--- src/rtl/ticket_vend_param.sv ---
`default_nettype none
// ============================================================================
// Module   : ticket_vend_param
// Purpose  : Parameterised ticket vending controller. A ticket type is chosen
//            with sel, coins are collected until the type's price is covered,
//            a one-cycle vend pulse is issued and any surplus credit is paid
//            back one coin per cycle using the largest coin that fits.
//            cancel (or the optional idle timeout) refunds the collected credit.
// Revision : 1.0 - initial release
// ----------------------------------------------------------------------------
// Parameters
//   N_TKT       number of ticket types (1..8)
//   CW          credit register width, must hold max(price)+4
//   PRICES      packed prices, type i at [i*CW +: CW], each nonzero
//   TIMEOUT_CYC idle-coin timeout length in cycles (>=2)
// Ports
//   clk         clock, all state updates on rising edge
//   rst         synchronous active-high reset, highest priority
//   sel         ticket select request, one bit per type (lowest index wins)
//   coin_valid  coin strobe, one coin per cycle
//   x           coin code: 001=1, 010=2, 101=5, others illegal
//   cancel      abort purchase and refund credit
//   y           one-cycle vend pulse
//   tkt_id      index of the ticket being sold, valid while busy
//   re          change coin code (same encoding as x), valid with re_valid
//   re_valid    one change coin emitted this cycle
//   credit      current credit
//   busy        high in every state except IDLE
//   timeout     one-cycle pulse when the idle timeout aborts a purchase
// Build option
//   TICKET_TIMEOUT_EN  when defined, a purchase that sees no legal coin for
//                      TIMEOUT_CYC consecutive COLLECT cycles is aborted as if
//                      cancelled; when undefined COLLECT waits indefinitely
//                      and timeout is tied low.
// ============================================================================
module ticket_vend_param #(
  parameter int                  N_TKT       = 3,
  parameter int                  CW          = 5,
  parameter logic [N_TKT*CW-1:0] PRICES      = {5'd15, 5'd10, 5'd5},
  parameter int                  TIMEOUT_CYC = 16,
  localparam int                 TW          = (N_TKT > 1) ? $clog2(N_TKT) : 1
) (
  input  logic             clk,
  input  logic             rst,
  input  logic [N_TKT-1:0] sel,
  input  logic             coin_valid,
  input  logic [2:0]       x,
  input  logic             cancel,
  output logic             y,
  output logic [TW-1:0]    tkt_id,
  output logic [2:0]       re,
  output logic             re_valid,
  output logic [CW-1:0]    credit,
  output logic             busy,
  output logic             timeout
);

  // --------------------------------------------------------------------------
  // Elaboration-time parameter sanity check
  // --------------------------------------------------------------------------
  generate
    if ((N_TKT < 1) || (N_TKT > 8) || (CW < 3) || (TIMEOUT_CYC < 2)) begin : g_bad_param
      $error("ticket_vend_param: illegal parameter combination");
    end
  endgenerate

  typedef enum logic [1:0] {
    ST_IDLE    = 2'd0,
    ST_COLLECT = 2'd1,
    ST_VEND    = 2'd2,
    ST_CHANGE  = 2'd3
  } state_t;

  state_t          r_state, w_state_nxt;
  logic [CW-1:0]   r_credit, w_credit_nxt;
  logic [TW-1:0]   r_tkt_id, w_tkt_id_nxt;
  logic            r_y, w_y_nxt;
  logic [2:0]      r_re, w_re_nxt;
  logic            r_re_valid, w_re_valid_nxt;

  logic [TW-1:0]   w_sel_idx;
  logic [CW-1:0]   w_price;
  logic            w_coin_legal;
  logic            w_coin_ok;
  logic [CW-1:0]   w_coin_val;
  logic [CW-1:0]   w_sum;
  logic [2:0]      w_chg_code;
  logic [CW-1:0]   w_chg_val;
  logic            w_tmo_hit;

  // --------------------------------------------------------------------------
  // Lowest set select bit wins; scan high to low so the last hit is lowest.
  // --------------------------------------------------------------------------
  always_comb begin
    w_sel_idx = '0;
    for (int i = N_TKT - 1; i >= 0; i--) begin
      if (sel[i]) begin
        w_sel_idx = TW'(i);
      end
    end
  end

  // Price lookup by mux so an unused tkt_id encoding never indexes past PRICES.
  always_comb begin
    w_price = PRICES[CW-1:0];
    for (int i = 0; i < N_TKT; i++) begin
      if (r_tkt_id == TW'(i)) begin
        w_price = PRICES[i*CW +: CW];
      end
    end
  end

  // --------------------------------------------------------------------------
  // Coin decode
  // --------------------------------------------------------------------------
  always_comb begin
    w_coin_legal = 1'b1;
    w_coin_val   = '0;
    case (x)
      3'b001:  w_coin_val = CW'(1);
      3'b010:  w_coin_val = CW'(2);
      3'b101:  w_coin_val = CW'(5);
      default: w_coin_legal = 1'b0;
    endcase
  end

  assign w_coin_ok = coin_valid & w_coin_legal;
  // Credit never exceeds price-1 before a coin, so price+4 always fits in CW.
  assign w_sum     = r_credit + w_coin_val;

  // Largest change coin not exceeding the remaining credit.
  always_comb begin
    if (r_credit >= CW'(5)) begin
      w_chg_code = 3'b101;
      w_chg_val  = CW'(5);
    end else if (r_credit >= CW'(2)) begin
      w_chg_code = 3'b010;
      w_chg_val  = CW'(2);
    end else begin
      w_chg_code = 3'b001;
      w_chg_val  = CW'(1);
    end
  end

  // --------------------------------------------------------------------------
  // Optional idle-coin timeout
  // --------------------------------------------------------------------------
`ifdef TICKET_TIMEOUT_EN
  localparam int TCW = (TIMEOUT_CYC > 2) ? $clog2(TIMEOUT_CYC) : 1;

  logic [TCW-1:0] r_tcnt;
  logic           r_timeout;

  // r_tcnt counts completed coin-less COLLECT cycles; the cycle in which it
  // already holds TIMEOUT_CYC-1 is the TIMEOUT_CYC-th one and aborts.
  assign w_tmo_hit = (r_tcnt == TCW'(TIMEOUT_CYC - 1));

  always_ff @(posedge clk) begin
    if (rst) begin
      r_tcnt    <= '0;
      r_timeout <= 1'b0;
    end else begin
      r_timeout <= (r_state == ST_COLLECT) && !cancel && !w_coin_ok && w_tmo_hit;
      // Held at zero outside COLLECT, so entry into COLLECT starts from zero.
      if ((r_state != ST_COLLECT) || w_coin_ok) begin
        r_tcnt <= '0;
      end else if (!w_tmo_hit) begin
        r_tcnt <= r_tcnt + TCW'(1);
      end
    end
  end

  assign timeout = r_timeout;
`else
  assign w_tmo_hit = 1'b0;
  assign timeout   = 1'b0;
`endif

  // --------------------------------------------------------------------------
  // FSM: state and registered outputs
  // --------------------------------------------------------------------------
  always_ff @(posedge clk) begin
    if (rst) begin
      r_state    <= ST_IDLE;
      r_credit   <= '0;
      r_tkt_id   <= '0;
      r_y        <= 1'b0;
      r_re       <= 3'b000;
      r_re_valid <= 1'b0;
    end else begin
      r_state    <= w_state_nxt;
      r_credit   <= w_credit_nxt;
      r_tkt_id   <= w_tkt_id_nxt;
      r_y        <= w_y_nxt;
      r_re       <= w_re_nxt;
      r_re_valid <= w_re_valid_nxt;
    end
  end

  // --------------------------------------------------------------------------
  // FSM: next state and next output values
  // --------------------------------------------------------------------------
  always_comb begin
    w_state_nxt    = r_state;
    w_credit_nxt   = r_credit;
    w_tkt_id_nxt   = r_tkt_id;
    w_y_nxt        = 1'b0;
    w_re_nxt       = 3'b000;
    w_re_valid_nxt = 1'b0;

    case (r_state)
      ST_IDLE: begin
        if (sel != '0) begin
          w_tkt_id_nxt = w_sel_idx;
          w_credit_nxt = '0;
          w_state_nxt  = ST_COLLECT;
        end
      end

      ST_COLLECT: begin
        if (cancel) begin
          // A coin arriving with cancel is banked first, then refunded in full.
          w_credit_nxt = w_coin_ok ? w_sum : r_credit;
          w_state_nxt  = (w_credit_nxt != '0) ? ST_CHANGE : ST_IDLE;
        end else if (w_coin_ok) begin
          if (w_sum >= w_price) begin
            w_credit_nxt = w_sum - w_price;
            w_state_nxt  = ST_VEND;
          end else begin
            w_credit_nxt = w_sum;
          end
        end else if (w_tmo_hit) begin
          w_state_nxt = (r_credit != '0) ? ST_CHANGE : ST_IDLE;
        end
      end

      ST_VEND: begin
        w_y_nxt     = 1'b1;
        w_state_nxt = (r_credit != '0) ? ST_CHANGE : ST_IDLE;
      end

      ST_CHANGE: begin
        w_re_nxt       = w_chg_code;
        w_re_valid_nxt = 1'b1;
        w_credit_nxt   = r_credit - w_chg_val;
        if (r_credit == w_chg_val) begin
          w_state_nxt = ST_IDLE;
        end
      end

      default: begin
        w_state_nxt  = ST_IDLE;
        w_credit_nxt = '0;
      end
    endcase
  end

  assign y        = r_y;
  assign tkt_id   = r_tkt_id;
  assign re       = r_re;
  assign re_valid = r_re_valid;
  assign credit   = r_credit;
  assign busy     = (r_state != ST_IDLE);

endmodule
`default_nettype wire

--- config.mk ---
export PLATFORM = sky130hd
export DESIGN_NAME = ticket_vend_param
export DESIGN_NICKNAME = d
export VERILOG_FILES = /design/src/rtl/ticket_vend_param.sv
export SDC_FILE = /design/constraint.sdc
export NUM_CORES = 1
export LEC_CHECK = 0
export CAP_MARGIN = 40
export CORE_MARGIN = 3
export CORE_UTILIZATION = 53
export CTS_CLUSTER_DIAMETER = 120
export CTS_CLUSTER_SIZE = 16
export DETAILED_ROUTE_END_ITERATION = 7
export GPL_TIMING_DRIVEN = 0
export PLACE_DENSITY = 0.83
export SETUP_SLACK_MARGIN = 0.4
export SLEW_MARGIN = 20
export SYNTH_ARGS = -nofsm -noshare
export SYNTH_HDL_FRONTEND = slang
export SYNTH_SLANG_ARGS = --single-unit
--- constraint.sdc ---
create_clock -name clk -period 4.15 [get_ports clk]
set_input_delay 0.83 -clock clk [delete_from_list [all_inputs] [get_ports clk]]
set_output_delay 0.83 -clock clk [all_outputs]
set_load 0.02 [all_outputs]
==> results of run 1 <==
cell families after synthesis:
| group | Yosys count | share of synthesized area |
|---|---|---|
| AOI/OAI and AO/OA | 56 | 0.306 |
| xor gates and xnor gates | 4 | 0.0248 |
| adders and majority gates | 14 | 0.140 |
| buffers and inverters | 20 | 0.0628 |
| DFF | 14 | 0.198 |
| muxes | 3 | 0.0221 |
| other | 1 | 0.00265 |
| and+or+nand+nor | 60 | 0.244 |
report_power, final:
group / switching, mW / internal (mW) / total (mW)
sequential: 0.0416 / 0.166 / 0.208
clock: 0.0440 / 0.0534 / 0.0974
combinational: 0.561 / 0.416 / 0.977
sequential cells by signal, summed over array words and instances (netlist names):
register	cells
credit	5
re_valid	1
r_state	2
y	1
tkt_id	2
re	3
what timing repair did:
action | in CTS | in global routing
resized for setup | 4 | 5
setup endpoints to repair | 4 | 7
buffers inserted | 1 | 4
hold endpoints to repair | 0 | 0
pin swaps | 2 | 3
worst min-delay path, cell delays in order (launching register included):
cell	delay, ns
sky130_fd_sc_hd__dfxtp_1	0.37
sky130_fd_sc_hd__a21oi_1	0.05
sky130_fd_sc_hd__nor2_1	0.08
cell type report:
type	count	area, um^2
Buffer	5	32.5
Clock buffer	4	36.3
Fill cell	219	718
Inverter	15	56.3
Multi-Input combinational cell	138	1080
Sequential cell	14	280
Tap cell	30	37.5
Timing Repair Buffer	27	258
worst min path at each step:
stage,start,end,slack [ns],cells past startpoint
final,tkt_id[1],tkt_id[1],0.53,2
after global routing,tkt_id[1],tkt_id[1],0.57,2
after CTS,tkt_id[1],tkt_id[1],0.54,2
after detailed placement,tkt_id[1],tkt_id[1],0.52,2
after global placement,tkt_id[1],tkt_id[1],0.50,2
after floorplan,tkt_id[1],tkt_id[1],0.58,2
cell usage after synthesis (all sizes together) (3+ instances only):
library cell	number	area (um^2)
a21o	5	37.5
nor2b	5	31.3
a21oi	10	50.1
buf	4	28.8
dfxtp	14	280
nand3	7	40.0
nor2	12	45.0
o311ai	3	26.3
inv	15	56.3
o21ai	9	48.8
a211oi	3	22.5
nand2	9	33.8
a221oi	4	58.8
nor3	9	45.0
fa	3	60.1
and2	5	31.3
ha	11	138
o21a	3	22.5
o211ai	7	52.6
nand3b	3	22.5
metal layers:
| metal | part of all wire | routed length, um | GRT usage | vias to the layer above |
|---|---|---|---|---|
| li1 | - | - | - | 703 |
| met1 | 0.43 | 1640 | 0.300 | 700 |
| met2 | 0.49 | 1880 | 0.423 | 71 |
| met3 | 0.073 | 279 | 0.0490 | 6 |
| met4 | 0.0094 | 36 | 0.0397 | 0 |
| met5 | 0 | 0 | 0 | - |
stage by stage:
step / setup slack [ns] / total power, mW
floorplan: 0.836 / 0.874
global placement: 0.0290 / 1.07
detailed placement: -0.107 / 1.11
CTS: 0.413 / 1.24
global route: 0.395 / 1.39
finish: 0.491 / 1.28
==> summary by stage, run 1 <==
STA
In the finished design, the share of the clock period the worst path needs comes to 0.882. The max-slew headroom at the worst pin is 0.551. For the pin with the worst max-slew slack, the measured transition is 0.667 ns. The total negative setup slack is 0 ns.

Setup repair after global routing could not meet its margin everywhere. The clock period could shrink to 3.66 ns. The total of endpoints with negative setup slack in the final report is 0. The tightest hold path in the finished design has a slack of 0.530 ns. The worst clock skew on the final layout is 0.00605 ns. The number of endpoints with negative hold slack in the final report was 0. The number of max-slew violations in the final report came to 0. Timing would allow up to 273 MHz.

Worst setup path
The worst setup path is launched from an input pin. The number of buffers and inverters on the critical path is 1. The path type of the worst setup path is in -> reg. The critical path goes through clkdlybuf4s50_1 -> nor2b_4 -> ha_1 -> fa_1 -> xor2_2 -> ha_1 -> a21oi_2 -> o21ai_2 -> a21boi_4 -> mux2_1 -> o22ai_1. At the worst endpoint, the required time is 4.35 ns. The worst reg2reg path endpoint is credit[0]. The worst register-to-register path begins at credit[1]. On the worst path, the slowest cell contributes a delay of 0.50 ns.

Among cell families on the critical path, the largest total delay comes from adder cells. Along the worst path, the maximum fanout reaches 5. The slowest stage of the critical path is the sky130_fd_sc_hd__clkdlybuf4s50_1 cell. The critical path's most frequent cell is sky130_fd_sc_hd__ha_1.

The most critical setup path has its endpoint at credit[0]. The count of cell instances traversed by the critical path is 11. The worst setup slack for register-to-register paths is 1.24 ns. The number of cells on the worst reg-to-reg path is 9. Tracing the worst setup path back leads to its startpoint at x[0]. The data arrival at the endpoint of the critical path is 3.86 ns. The endpoint class of the critical path is a register.

Global route
The via count of the first global-routing pass is 1403. Summed over all layers, the global routing overflow is 0. The first global-routing pass estimated 6290 um of wire. Entering global routing, the biggest net connects 11 pins. The global routing usage summed across all routing layers is 0.238.

The number of antenna violations at the first check in global routing is 0.

Yosys
The share of async-settable or async-resettable flops after synthesis is 0. The combined area of all synthesized cells is 0.00142 mm^2. Counting every instance in the synthesized netlist gives 172. The number of enable-type register cells in the synthesized netlist is 0.

The number of library cell types mapped by synthesis is 51. After synthesis the netlist holds a flip-flop and latch count of 14. The average instance in the mapped netlist occupies 8.23 um^2. The number of nets handed over by synthesis was 196. For this run, the register share of the synthesized area comes to 0.198. The commonest register cell after synthesis is sky130_fd_sc_hd__dfxtp_1. Yosys printed 0 warnings.

Final layout
The finished layout holds 233 standard cells, fillers aside. The number of antenna diodes in the final layout is 0. The layout overhead on the synthesized area is 25.9%. The utilization of the core after routing is 0.713.

The post-route cell area is 0.00178 mm^2. The number of nets in the layout is 228. The library cell used most frequently in the layout, excluding fill and tap cells, is sky130_fd_sc_hd__clkdlybuf4s50_1.

In the layout the commonest cells are sky130_fd_sc_hd__clkdlybuf4s50_1, sky130_fd_sc_hd__inv_1, sky130_fd_sc_hd__dfxtp_1. The fraction of final layout cells with drive strength greater than 1 is 0.148.

Route
The number of nets with antenna violations after routing is 0. The detailed router placed 1480 vias in this run. The pre-antenna-repair detailed-routing pass consisted of 4 iterations.

Dividing the detail-routed wire length by the instance count gives 16.4 um. The number of violations reported at the end of detailed-routing iteration 0 is 62. The final layout contains routed wiring with a total length of 3830 um. In the routed design, unresolved DRC markers number 0. Using the TritonRoute via totals, the vias-per-cell ratio works out to 6.35.

Clock network
Clock-pin slew was measured on the worst setup and hold paths at 0.09 ns. The CTS root buffer is sky130_fd_sc_hd__clkbuf_4. The later-pin clock latency in the skew report is 0.28 ns. The hold-fix buffer count after cts is 0. CTS saw 14 sinks. CTS built an H-tree with a depth of 1.

Buffers inserted during clock tree synthesis total 3. The buffer levels on the longest clock path is 2. TritonCTS built the clock tree.

Floorplan
The floorplan step defined a core boundary enclosing 0.00250 mm^2. The die footprint is 0.00333 mm^2. After floorplanning, the core was divided into 18 placement rows. The height of the chip is 57.7 um. The initial utilization of the core area, before any placement, comes to 0.566. 24 I/O pins were placed. The horizontal die dimension is 57.7 um.

Job
The tool flagged a number of max-cap violations equal to 0.

Power and ir drop
The total power divided by cell area is 720 mW/mm^2. The worst-case IR drop observed on VDD is 0.495 mV. The reported leakage power is 0.739 nW.

Place
The HPWL after detailed placement is 2950 um. At the end of routability-driven placement, the weighted congestion stood at 0.939. The count of placed standard cells including taps is 224.

The instance area after placement is 0.00167 mm^2. Buffers placed on the I/O ports in this run total 22.

Outcome
The run finished with clean final reports.

Min path
The worst min-delay path class is reg -> reg.
No activity file was read; power rests on OpenSTA's default activity.
==> inputs of run 2 (changes only) <==
--- a/config.mk
+++ b/config.mk
@@ -8,7 +8,7 @@
 export CAP_MARGIN = 40
 export CORE_MARGIN = 3
 export CORE_UTILIZATION = 53
-export CTS_CLUSTER_DIAMETER = 120
+export CTS_CLUSTER_DIAMETER = 50
 export CTS_CLUSTER_SIZE = 16
 export DETAILED_ROUTE_END_ITERATION = 7
 export GPL_TIMING_DRIVEN = 0
==> results of run 2 <==
Same layout as run 1: the final DEF is identical, and so are final timing and power.
